**src/rtl/pipeline_pkg.sv**
```systemverilog
// Shared types and defaults for the instruction-fetch / LSU memory port arbiter.
package pipeline_pkg;

  typedef enum logic [1:0] {
    IDLE     = 2'd0,
    PEND     = 2'd1,
    BUSY_IF  = 2'd2,
    BUSY_LSU = 2'd3
  } arb_state_e;

  typedef enum logic {
    OWN_IF  = 1'b0,
    OWN_LSU = 1'b1
  } arb_owner_e;

  // Maximum back-to-back LSU grants while a fetch waits.
  localparam int LSU_BURST_MAX_DEF = 4;

  // Fetches always read a whole word.
  localparam logic [3:0] FETCH_BE = 4'hF;

endpackage

```
**src/rtl/arb_fair_pick.sv**
```systemverilog
// Winner selection between fetch and LSU, with a saturating LSU streak
// counter that hands the port to a waiting fetch after a bounded LSU burst.
module arb_fair_pick
  import pipeline_pkg::*;
#(
  parameter int LSU_BURST_MAX = LSU_BURST_MAX_DEF
) (
  input  logic clk,
  input  logic rst,
  input  logic if_req,
  input  logic lsu_req,
  input  logic if_gnt,
  input  logic lsu_gnt,
  output logic pick_if,
  output logic pick_lsu
);

  localparam int SW = (LSU_BURST_MAX < 1) ? 1 : $clog2(LSU_BURST_MAX + 1);
  localparam logic [SW-1:0] STREAK_MAX = SW'(LSU_BURST_MAX);

  logic [SW-1:0] streak;

  // Saturating increment so the streak never wraps past the burst limit.
  function automatic logic [SW-1:0] sat_inc(input logic [SW-1:0] v);
    return (v == STREAK_MAX) ? v : v + SW'(1);
  endfunction

  // LSU wins by default; fetch wins when alone or once the LSU burst is used up.
  always_comb begin
    pick_if  = if_req & (~lsu_req | (streak == STREAK_MAX));
    pick_lsu = lsu_req & ~pick_if;
  end

  // Count LSU grants that made a fetch wait; any other grant restarts the count.
  always_ff @(posedge clk or posedge rst) begin
    if (rst) begin
      streak <= '0;
    end else if (if_gnt) begin
      streak <= '0;
    end else if (lsu_gnt) begin
      streak <= if_req ? sat_inc(streak) : '0;
    end
  end

endmodule

```
**src/rtl/mem_port_arbiter.sv**
```systemverilog
// Shares one single-port memory between instruction fetch and the LSU.
// One transaction in flight at a time: request/grant, then one response.
module mem_port_arbiter
  import pipeline_pkg::*;
#(
  parameter int LSU_BURST_MAX = LSU_BURST_MAX_DEF
) (
  input  logic        clk_i,
  input  logic        rst_i,
  input  logic        if_req_i,
  input  logic [31:0] if_addr_i,
  output logic        if_gnt_o,
  output logic        if_rvalid_o,
  output logic [31:0] if_rdata_o,
  input  logic        lsu_req_i,
  input  logic        lsu_we_i,
  input  logic [3:0]  lsu_be_i,
  input  logic [31:0] lsu_addr_i,
  input  logic [31:0] lsu_wdata_i,
  output logic        lsu_gnt_o,
  output logic        lsu_rvalid_o,
  output logic [31:0] lsu_rdata_o,
  output logic        mem_req_o,
  output logic        mem_we_o,
  output logic [3:0]  mem_be_o,
  output logic [31:0] mem_addr_o,
  output logic [31:0] mem_wdata_o,
  input  logic        mem_gnt_i,
  input  logic        mem_rvalid_i,
  input  logic [31:0] mem_rdata_i
);

  arb_state_e state;
  arb_owner_e owner;
  logic       pick_if, pick_lsu;
  logic       sel_if, sel_lsu;
  logic       if_gnt, lsu_gnt;

  arb_fair_pick #(
    .LSU_BURST_MAX(LSU_BURST_MAX)
  ) u_pick (
    .clk      (clk_i),
    .rst      (rst_i),
    .if_req   (if_req_i),
    .lsu_req  (lsu_req_i),
    .if_gnt   (if_gnt),
    .lsu_gnt  (lsu_gnt),
    .pick_if  (pick_if),
    .pick_lsu (pick_lsu)
  );

  // Who drives the memory port: fresh arbitration in IDLE, the latched owner in PEND.
  always_comb begin
    sel_if  = 1'b0;
    sel_lsu = 1'b0;
    unique case (state)
      IDLE: begin
        sel_if  = pick_if;
        sel_lsu = pick_lsu;
      end
      PEND: begin
        sel_if  = (owner == OWN_IF);
        sel_lsu = (owner == OWN_LSU);
      end
      default: ;
    endcase
    if_gnt  = ~rst_i & sel_if & if_req_i & mem_gnt_i;
    lsu_gnt = ~rst_i & sel_lsu & lsu_req_i & mem_gnt_i;
  end

  // Memory request mux; everything is quiet while reset is held.
  always_comb begin
    mem_req_o   = 1'b0;
    mem_we_o    = 1'b0;
    mem_be_o    = '0;
    mem_addr_o  = '0;
    mem_wdata_o = '0;
    if (!rst_i) begin
      if (sel_lsu) begin
        mem_req_o   = lsu_req_i;
        mem_we_o    = lsu_we_i;
        mem_be_o    = lsu_be_i;
        mem_addr_o  = lsu_addr_i;
        mem_wdata_o = lsu_wdata_i;
      end else if (sel_if) begin
        mem_req_o  = if_req_i;
        mem_be_o   = FETCH_BE;
        mem_addr_o = if_addr_i;
      end
    end
  end

  // Grants and response routing; responses outside BUSY_* are dropped.
  always_comb begin
    if_gnt_o     = if_gnt;
    lsu_gnt_o    = lsu_gnt;
    if_rvalid_o  = ~rst_i & (state == BUSY_IF) & mem_rvalid_i;
    lsu_rvalid_o = ~rst_i & (state == BUSY_LSU) & mem_rvalid_i;
    if_rdata_o   = (~rst_i && state == BUSY_IF) ? mem_rdata_i : '0;
    lsu_rdata_o  = (~rst_i && state == BUSY_LSU) ? mem_rdata_i : '0;
  end

  // Transaction FSM: present, optionally wait for grant, then wait for the response.
  always_ff @(posedge clk_i or posedge rst_i) begin
    if (rst_i) begin
      state <= IDLE;
      owner <= OWN_LSU;
    end else begin
      unique case (state)
        IDLE, PEND: begin
          if (if_gnt) begin
            state <= BUSY_IF;
          end else if (lsu_gnt) begin
            state <= BUSY_LSU;
          end else if (mem_req_o) begin
            state <= PEND;
            owner <= sel_lsu ? OWN_LSU : OWN_IF;
          end else begin
            // A pending owner that withdraws its request releases the port.
            state <= IDLE;
          end
        end
        BUSY_IF, BUSY_LSU: begin
          if (mem_rvalid_i) state <= IDLE;
        end
        default: state <= IDLE;
      endcase
    end
  end

endmodule

```
**config.mk**
```make
export PLATFORM = sky130hd
export DESIGN_NAME = mem_port_arbiter
export DESIGN_NICKNAME = d
export VERILOG_FILES = /design/src/rtl/pipeline_pkg.sv /design/src/rtl/arb_fair_pick.sv /design/src/rtl/mem_port_arbiter.sv
export SDC_FILE = /design/constraint.sdc
export NUM_CORES = 1
export LEC_CHECK = 0
export ABC_CLOCK_PERIOD_IN_PS = 2400
export CORE_AREA = 2 2 106 108
export CTS_CLUSTER_DIAMETER = 60
export DETAILED_ROUTE_END_ITERATION = 10
export DIE_AREA = 0 0 108 110
export DONT_BUFFER_PORTS = 1
export GPL_ROUTABILITY_DRIVEN = 0
export PLACE_DENSITY = 0.3
export REMOVE_ABC_BUFFERS = 1
export SYNTH_ARGS = -nofsm -noshare
export SYNTH_HDL_FRONTEND = slang
export SYNTH_SLANG_ARGS = --single-unit
```
**constraint.sdc**
```tcl
create_clock -name clk_i -period 2.4 [get_ports clk_i]
set_input_delay 0.48 -clock clk_i [delete_from_list [all_inputs] [get_ports clk_i]]
set_output_delay 0.48 -clock clk_i [all_outputs]
set_load 0.02 [all_outputs]
```
==> results of run 1 <==
stage by stage:
step / area [sq um] / setup slack (ns) / total power [W]
after CTS: 2100 / -0.0624 / 0.00130
after global routing: 2260 / -0.105 / 0.00144
after global placement: 1720 / 0.129 / 0.000917
after floorplan: 1410 / -0.0445 / 0.000759
final: 2260 / -0.0481 / 0.00138
after detailed placement: 1720 / 0.110 / 0.000914
logic make-up (layout without fill, tap and decap cells):
family	Yosys count	after routing	synth area share
flip-flops	6	6	0.0999
AO/OA/AOI/OAI	51	51	0.288
adder cells (fa/ha/maj)	2	2	0.0165
AND/OR/NAND/NOR	120	120	0.495
other	0	1	0
buffers and inverters	25	37	0.0875
multiplexers	2	2	0.0132
flip-flops by register name, summed over array words and instances (netlist names):
signal and count:
owner 1, state 2, u_pick.streak 3
placed cells by master, fill, tap and decap left out, types with 2 or more instances in the layout:
| master | Yosys | routed |
|---|---|---|
| o21ai_0 | 5 | 5 |
| buf_4 | 1 | 8 |
| mux2i_1 | 2 | 2 |
| buf_6 | 4 | 9 |
| nor3b_1 | 2 | 2 |
| buf_12 | 0 | 5 |
| nand2_1 | 2 | 2 |
| and2_1 | 99 | 66 |
| a22o_4 | 0 | 18 |
| a22o_2 | 3 | 6 |
| nand2b_1 | 3 | 3 |
| buf_16 | 0 | 2 |
| inv_2 | 1 | 3 |
| or2_1 | 2 | 2 |
| clkbuf_16 | 0 | 2 |
| dfrtp_1 | 5 | 5 |
| inv_1 | 5 | 3 |
| nand4_1 | 3 | 3 |
| nor2_1 | 3 | 3 |
| o22a_4 | 0 | 4 |
| and2_2 | 1 | 34 |
| a22o_1 | 29 | 8 |
| clkbuf_8 | 0 | 3 |
| a21oi_1 | 3 | 3 |
worst max-delay path by stage:
stage	end	slack, ns	cells past startpoint
CTS	mem_addr_o[7]	-0.06	10
detailed placement	mem_addr_o[6]	0.11	8
floorplan	mem_addr_o[10]	-0.04	6
finish	mem_addr_o[21]	-0.05	9
global placement	mem_addr_o[1]	0.13	7
global route	mem_addr_o[31]	-0.10	9
metal layers:
layer  wire, microns  vias to the layer above
met5               0                        -
met4              67                        0
met3             928                        4
met2            4490                      163
met1            2850                      772
li1                -                      727
area by class of cell:
class | instances | area (sq um) | area share
Multi-Input combinational cell | 175 | 1490 | 0.660
Timing Repair Buffer | 26 | 367 | 0.162
Tap cell | 140 | 175 | 0.0776
Sequential cell | 6 | 151 | 0.0670
Clock buffer | 4 | 45.0 | 0.0199
Inverter | 7 | 26.3 | 0.0116
Antenna cell | 1 | 2.50 | 0.00111
power by group through the flow:
stage / Clock [W] / Combinational, W / Sequential [W]
after floorplan: 0 / 0.000601 / 0.000158
after global placement: 0 / 0.000747 / 0.000170
after detailed placement: 0 / 0.000744 / 0.000169
after CTS: 0.000161 / 0.000965 / 0.000171
after global routing: 0.000169 / 0.00110 / 0.000175
final: 0.000155 / 0.00105 / 0.000170
Yosys cell counts (all sizes together) (2+ instances only):
master / n
nor2: 4
a22o: 32
or2: 2
mux2i: 2
o22a: 4
o21ai: 5
ha: 2
a211oi: 2
nor3b: 2
nand2: 3
nand2b: 3
and2: 100
clkbuf: 9
nand4: 3
dfrtp: 5
buf: 9
a21oi: 4
inv: 6
repair_timing:
action                                  in CTS  in global routing
pin swaps                                   15                 19
resized for setup                           40                 44
gates cloned                                 3                  3
setup buffers                                4                  3
endpoints found under the setup margin      69                 69
hold buffers                                 0                  0
worst max-delay path: stages, from the launching register on:
cell and delay (ns):
dfrtp_1 0.38, inv_2 0.08, ha_4 0.15, nand2_4 0.05, a211o_1 0.33, a21oi_4 0.18
buf_12 0.13, buf_12 0.12, clkbuf_16 0.15, a22o_4 0.16
==> metrics.md, run 1 <==
| Metric | Value |
|---|---|
| Finished Core Util | 0.211 |
| Worst-margin pin slew | 0.372 ns |
| Met1 GRT Util | 0.109 |
| Synthesis-to-finish area growth | 49.1% |
| Top FF cell, synth | dfrtp_1 |
| Hold WS | 0.0594 ns |
| Vias in the first global route | 1542 |
| Crit Path Max Fanout | 4 |
| Total grt overflow | 0 |
| Drt wl/cell | between 20 and 25 microns |
| Die H | 110 microns |
| Port Buffers | 0 |
| Post-Syn Area | 1520 sq um |
| Total number of vias | 1666 |
| Met2 usage | 0.212 |
| Number of cell rows | 38 |
| Longest Clk Path Bufs | 2 |
| Slew Limit Fails | 0 |
| Ranking of synthesized cells by area | and2_1, a22o_1, dfrtp_1, buf_6, o22a_1 |
| Grt met3 use | 0.0312 |
| Root Driver | clkbuf_8 |
| Clock slew at reported path FFs | ~0.040 ns |
| Sequential area share after synthesis | 0.0999 |
| R2R Setup Slk | 0.56 ns |
| IO Pins | 277 |
| Placed Cells incl. Taps | 342 |
| First-pass DRT Iterations | 4 |
| Synth top area share | 0.409 |
| Vias/cell | approximately 4.6 |
| Max Cap Viol | 0 |
| DP HPWL | just over 6000 microns |
| Ys async rst share | 1.00 |
| Clock share of power | 0.112 |
| Pin count of the biggest net entering global routing | 70 |
| Setup TNS Final | -0.892 ns |
| Synth Area per Inst | 7.36 sq um |
| Status | complete, but fails checks |
| CP endpoint kind | output pin |
| Reg2Reg Depth | 7 |
| Combinational share of power | 0.764 |
| Internal power | 0.000698 W |
| Num CTS Buffers | 3 |
| Pleak | 0.964 nW |
| RSZ-0062 raised after global routing | yes |
| Share of cells above drive strength 1 | 0.472 |
| Core area | roughly 11000 sq um |
| PD cells | 610 nW/um^2 |
| WS Path Type | reg -> out |
| Die area | 11900 sq um |
| Reg2reg start | u_pick.streak[1] |
| CTS sink cnt | 6 |
| Synth unique cells | 36 |
| Max VDD drop | 0.151 mV |
| Setup crit start kind | register |
| Slew headroom | 0.752 |
| First-pass GRT wire length | 9230 microns |
| Setup crit start | u_pick.streak[0] |
| DRC violations left | 0 |
| Net switching fraction of the power | 0.493 |
| Warnings from Yosys | 0 |
| Clock Skews | 0.00232 ns |
| Final worst path period share | 1.02 |
| Leading area contributor after synthesis | and2_1 |
| Hold Path Class | in -> async |
| Layout Nets | 360 |
| Fin crit period | 2.45 ns |
| CP required | about 1.9 ns |
| Post-synth EDFFs | 0 |
| Finished Layout Cells | ~360 |
| Initial DRC count | 36 |
| Gr usage total | 0.107 |
| CTS H-tree depth | 1 |
| Final worst slack | -0.0481 ns |
| GR peak layer | met2 |
| Starting density of the core | 0.142 |
| Failing checks | setup timing |
| Gate Count Post-Synth | 206 |
| Post-route antenna net violation count | 0 |
| Max Fclk | 408 MHz |
| Hold Vio Cnt, Final | 0 |
| Chip Width | 108 microns |
| TritonCTS clock tree | yes |
| Critical path data arrival time | around 2.0 ns |
| Initial antenna violation count | 1 |
| Final setup fails | 26 |
| Psw | 0.000679 W |
| Fillcell total | 1170 |
| FF+latch count, synth | 6 |
| Detailed Route WL | approximately 8300 microns |
| Worst reg2reg endpoint | owner |
| Sequential power share | 0.124 |
| Clk_lat worst skew | 0.22 ns |
Power figures use the tool's default switching activity.
==> inputs of run 2 (changes only) <==
CORE_AREA = 2 2 108 110   (was 2 2 106 108)
DIE_AREA = 0 0 110 112   (was 0 0 108 110)
==> run 2 against run 1 <==
Net effect: the run still ends with setup timing left; sequential share of layout area is essentially flat; maximum frequency grew 0.54%; first-iteration DRC count grew 31%; critical path depth is the same; total power grew 11%; non-clock buffer count grew 4; combinational power is essentially flat; sequential cell count is the same; critical endpoint is now mem_be_o[3]; register-to-register slack lost 0.26 ns; die area grew 3.7%; cell area shrank 0.17%.
==> metrics.md, run 2 (synthesized netlist as in run 1, its figures left out) <==
| Metric | Value |
|---|---|
| Status | complete, but fails checks |
| Failing checks | setup timing |
| Slew Limit Fails | 0 |
| Die H | roughly 110 microns |
| PD cells | 677 nW/um^2 |
| Longest Clk Path Bufs | 2 |
| Final worst slack | -0.0349 ns |
| Chip Width | around 110 microns |
| RSZ-0062 raised after global routing | yes |
| Fin crit period | 2.43 ns |
| CTS H-tree depth | 1 |
| Vias in the first global route | 1565 |
| Design area | ~2300 sq um |
| IO Pins | 277 |
| Biggest regs | u_pick.streak (3), state (2), owner (1) |
| Num CTS Buffers | 3 |
| Drt wl/cell | 21.5 microns |
| Setup Slack @ Placement | 0.104 ns |
| Worst-margin pin slew | 0.365 ns |
| Clk_lat worst skew | 0.23 ns |
| Largest Register | u_pick.streak |
| Detailed Route WL | 7830 microns |
| Final Power | 0.00153 W |
| Max reg flops | 3 |
| Final worst path period share | 1.01 |
| Placed Cells incl. Taps | 346 |
| CP required | 1.92 ns |
| Initial antenna violation count | 2 |
| Slew headroom | 0.756 |
| WS Path Type | reg -> out |
| Clock slew at reported path FFs | 0.04 ns |
| Total number of vias | 1697 |
| Total grt overflow | 0 |
| Hold Vio Cnt, Final | 0 |
| Clock Skews | 0.00157 ns |
| Finished Layout Cells | between 300 and 400 |
| Number of cell rows | 39 |
| Initial DRC count | 47 |
| Most common cell after layout, fill and taps aside | and2_1 |
| Vias/cell | 4.65 |
| Hold Path Class | in -> async |
| Hold-fix buffers, CTS | 0 |
| Die area | about 12000 sq um |
| Post-route antenna net violation count | 0 |
| Max VDD drop | 0.234 mV |
| Final setup fails | 18 |
| CTS sink cnt | 6 |
| Share of cells above drive strength 1 | 0.356 |
| Setup TNS Final | -0.200 ns |
| CP endpoint kind | output pin |
| Core area | about 11000 sq um |
| Placed Area | 1730 sq um |
| First-pass DRT Iterations | 4 |
| Synthesis-to-finish area growth | 48.8% |
| Max Cap Viol | 0 |
| DRC violations left | 0 |
| Pleak | 0.978 nW |
| Pin count of the biggest net entering global routing | 66 |
| DP HPWL | 5660 microns |
| ANT cells | 0 |
| Setup crit start kind | register |
| Critical path data arrival time | 1.95 ns |
| Port Buffers | 0 |
| TritonCTS clock tree | yes |
| Layout Nets | 364 |
| Root Driver | clkbuf_16 |
| Most frequent cells in the layout | and2_1, a22o_4, buf_4, a22o_2, buf_6 |
| Gr usage total | 0.0985 |
| Max Fclk | 411 MHz |
| First-pass GRT wire length | 9040 microns |
| Starting density of the core | 0.136 |
| Crit Path Max Fanout | 5 |
run 2: cell types whose count changed in the layout (fill, tap and decap cells not counted), moves of 2 or more:
| cell | delta |
|---|---|
| a22o_1 | -5 |
| a22o_2 | +4 |
| and2_1 | +29 |
| and2_2 | -30 |
| buf_12 | -2 |
| buf_4 | +5 |
| clkbuf_16 | +4 |
| clkbuf_8 | -3 |
| o22a_1 | +4 |
| o22a_4 | -4 |
run 2: per-stage QoR:
stage | util | hold WS, ns
final | 0.202 | 0.0620
after global routing | 0.202 | 0.0775
after CTS | 0.190 | 0.0672
after detailed placement | 0.155 | 0.310
after global placement | 0.155 | 0.310
after floorplan | - | 0.270
run 2: path summary, 6_finish.rpt:
check,from,endpoint,slack (ns),cells after the start
max reg2reg,u_pick.streak[0],owner,0.30,9
max,u_pick.streak[0],mem_be_o[3],-0.03,9
min in group clk_i,mem_rvalid_i,state[1],0.36,1
min,rst_i,u_pick.streak[1],0.06,1
max in group asynchronous,rst_i,owner,2.07,1
min reg2reg,owner,owner,0.51,2
run 2: where the power goes:
group	internal (W)	switching, W	total, W
Clock	0.000221	0.0000635	0.000285
Sequential	0.000133	0.0000350	0.000168
Combinational	0.000461	0.000612	0.00107
run 2: timing repair:
item	4_1_cts	5_1_grt
cloned	2	4
endpoints found under the setup margin	69	69
gates resized for setup	43	10
pin swaps	7	1
buffers inserted	8	3
run 2: layout make-up:
type                            count  area, sq um
Fill cell                        1206         8920
Multi-Input combinational cell    175         1450
Timing Repair Buffer               30          373
Tap cell                          143          179
Sequential cell                     6          151
Clock buffer                        4         78.8
Inverter                            7         26.3
run 2: critical path, stage by stage (launching register included):
cell and delay [ns]:
dfrtp_1 0.39, inv_2 0.09, ha_4 0.15, and3_2 0.22, a2bb2oi_4 0.17, nor2_4 0.05, buf_12 0.14, buf_4 0.14
o22a_1 0.23, buf_6 0.14
run 2: routing by layer:
layer / GRT usage / vias to the layer above / share of wire
li1: - / 734 / -
met1: 0.105 / 785 / 0.34
met2: 0.181 / 168 / 0.51
met3: 0.0468 / 6 / 0.14
met4: 0.00759 / 4 / 0.0022
met5: 0 / - / 0.0027
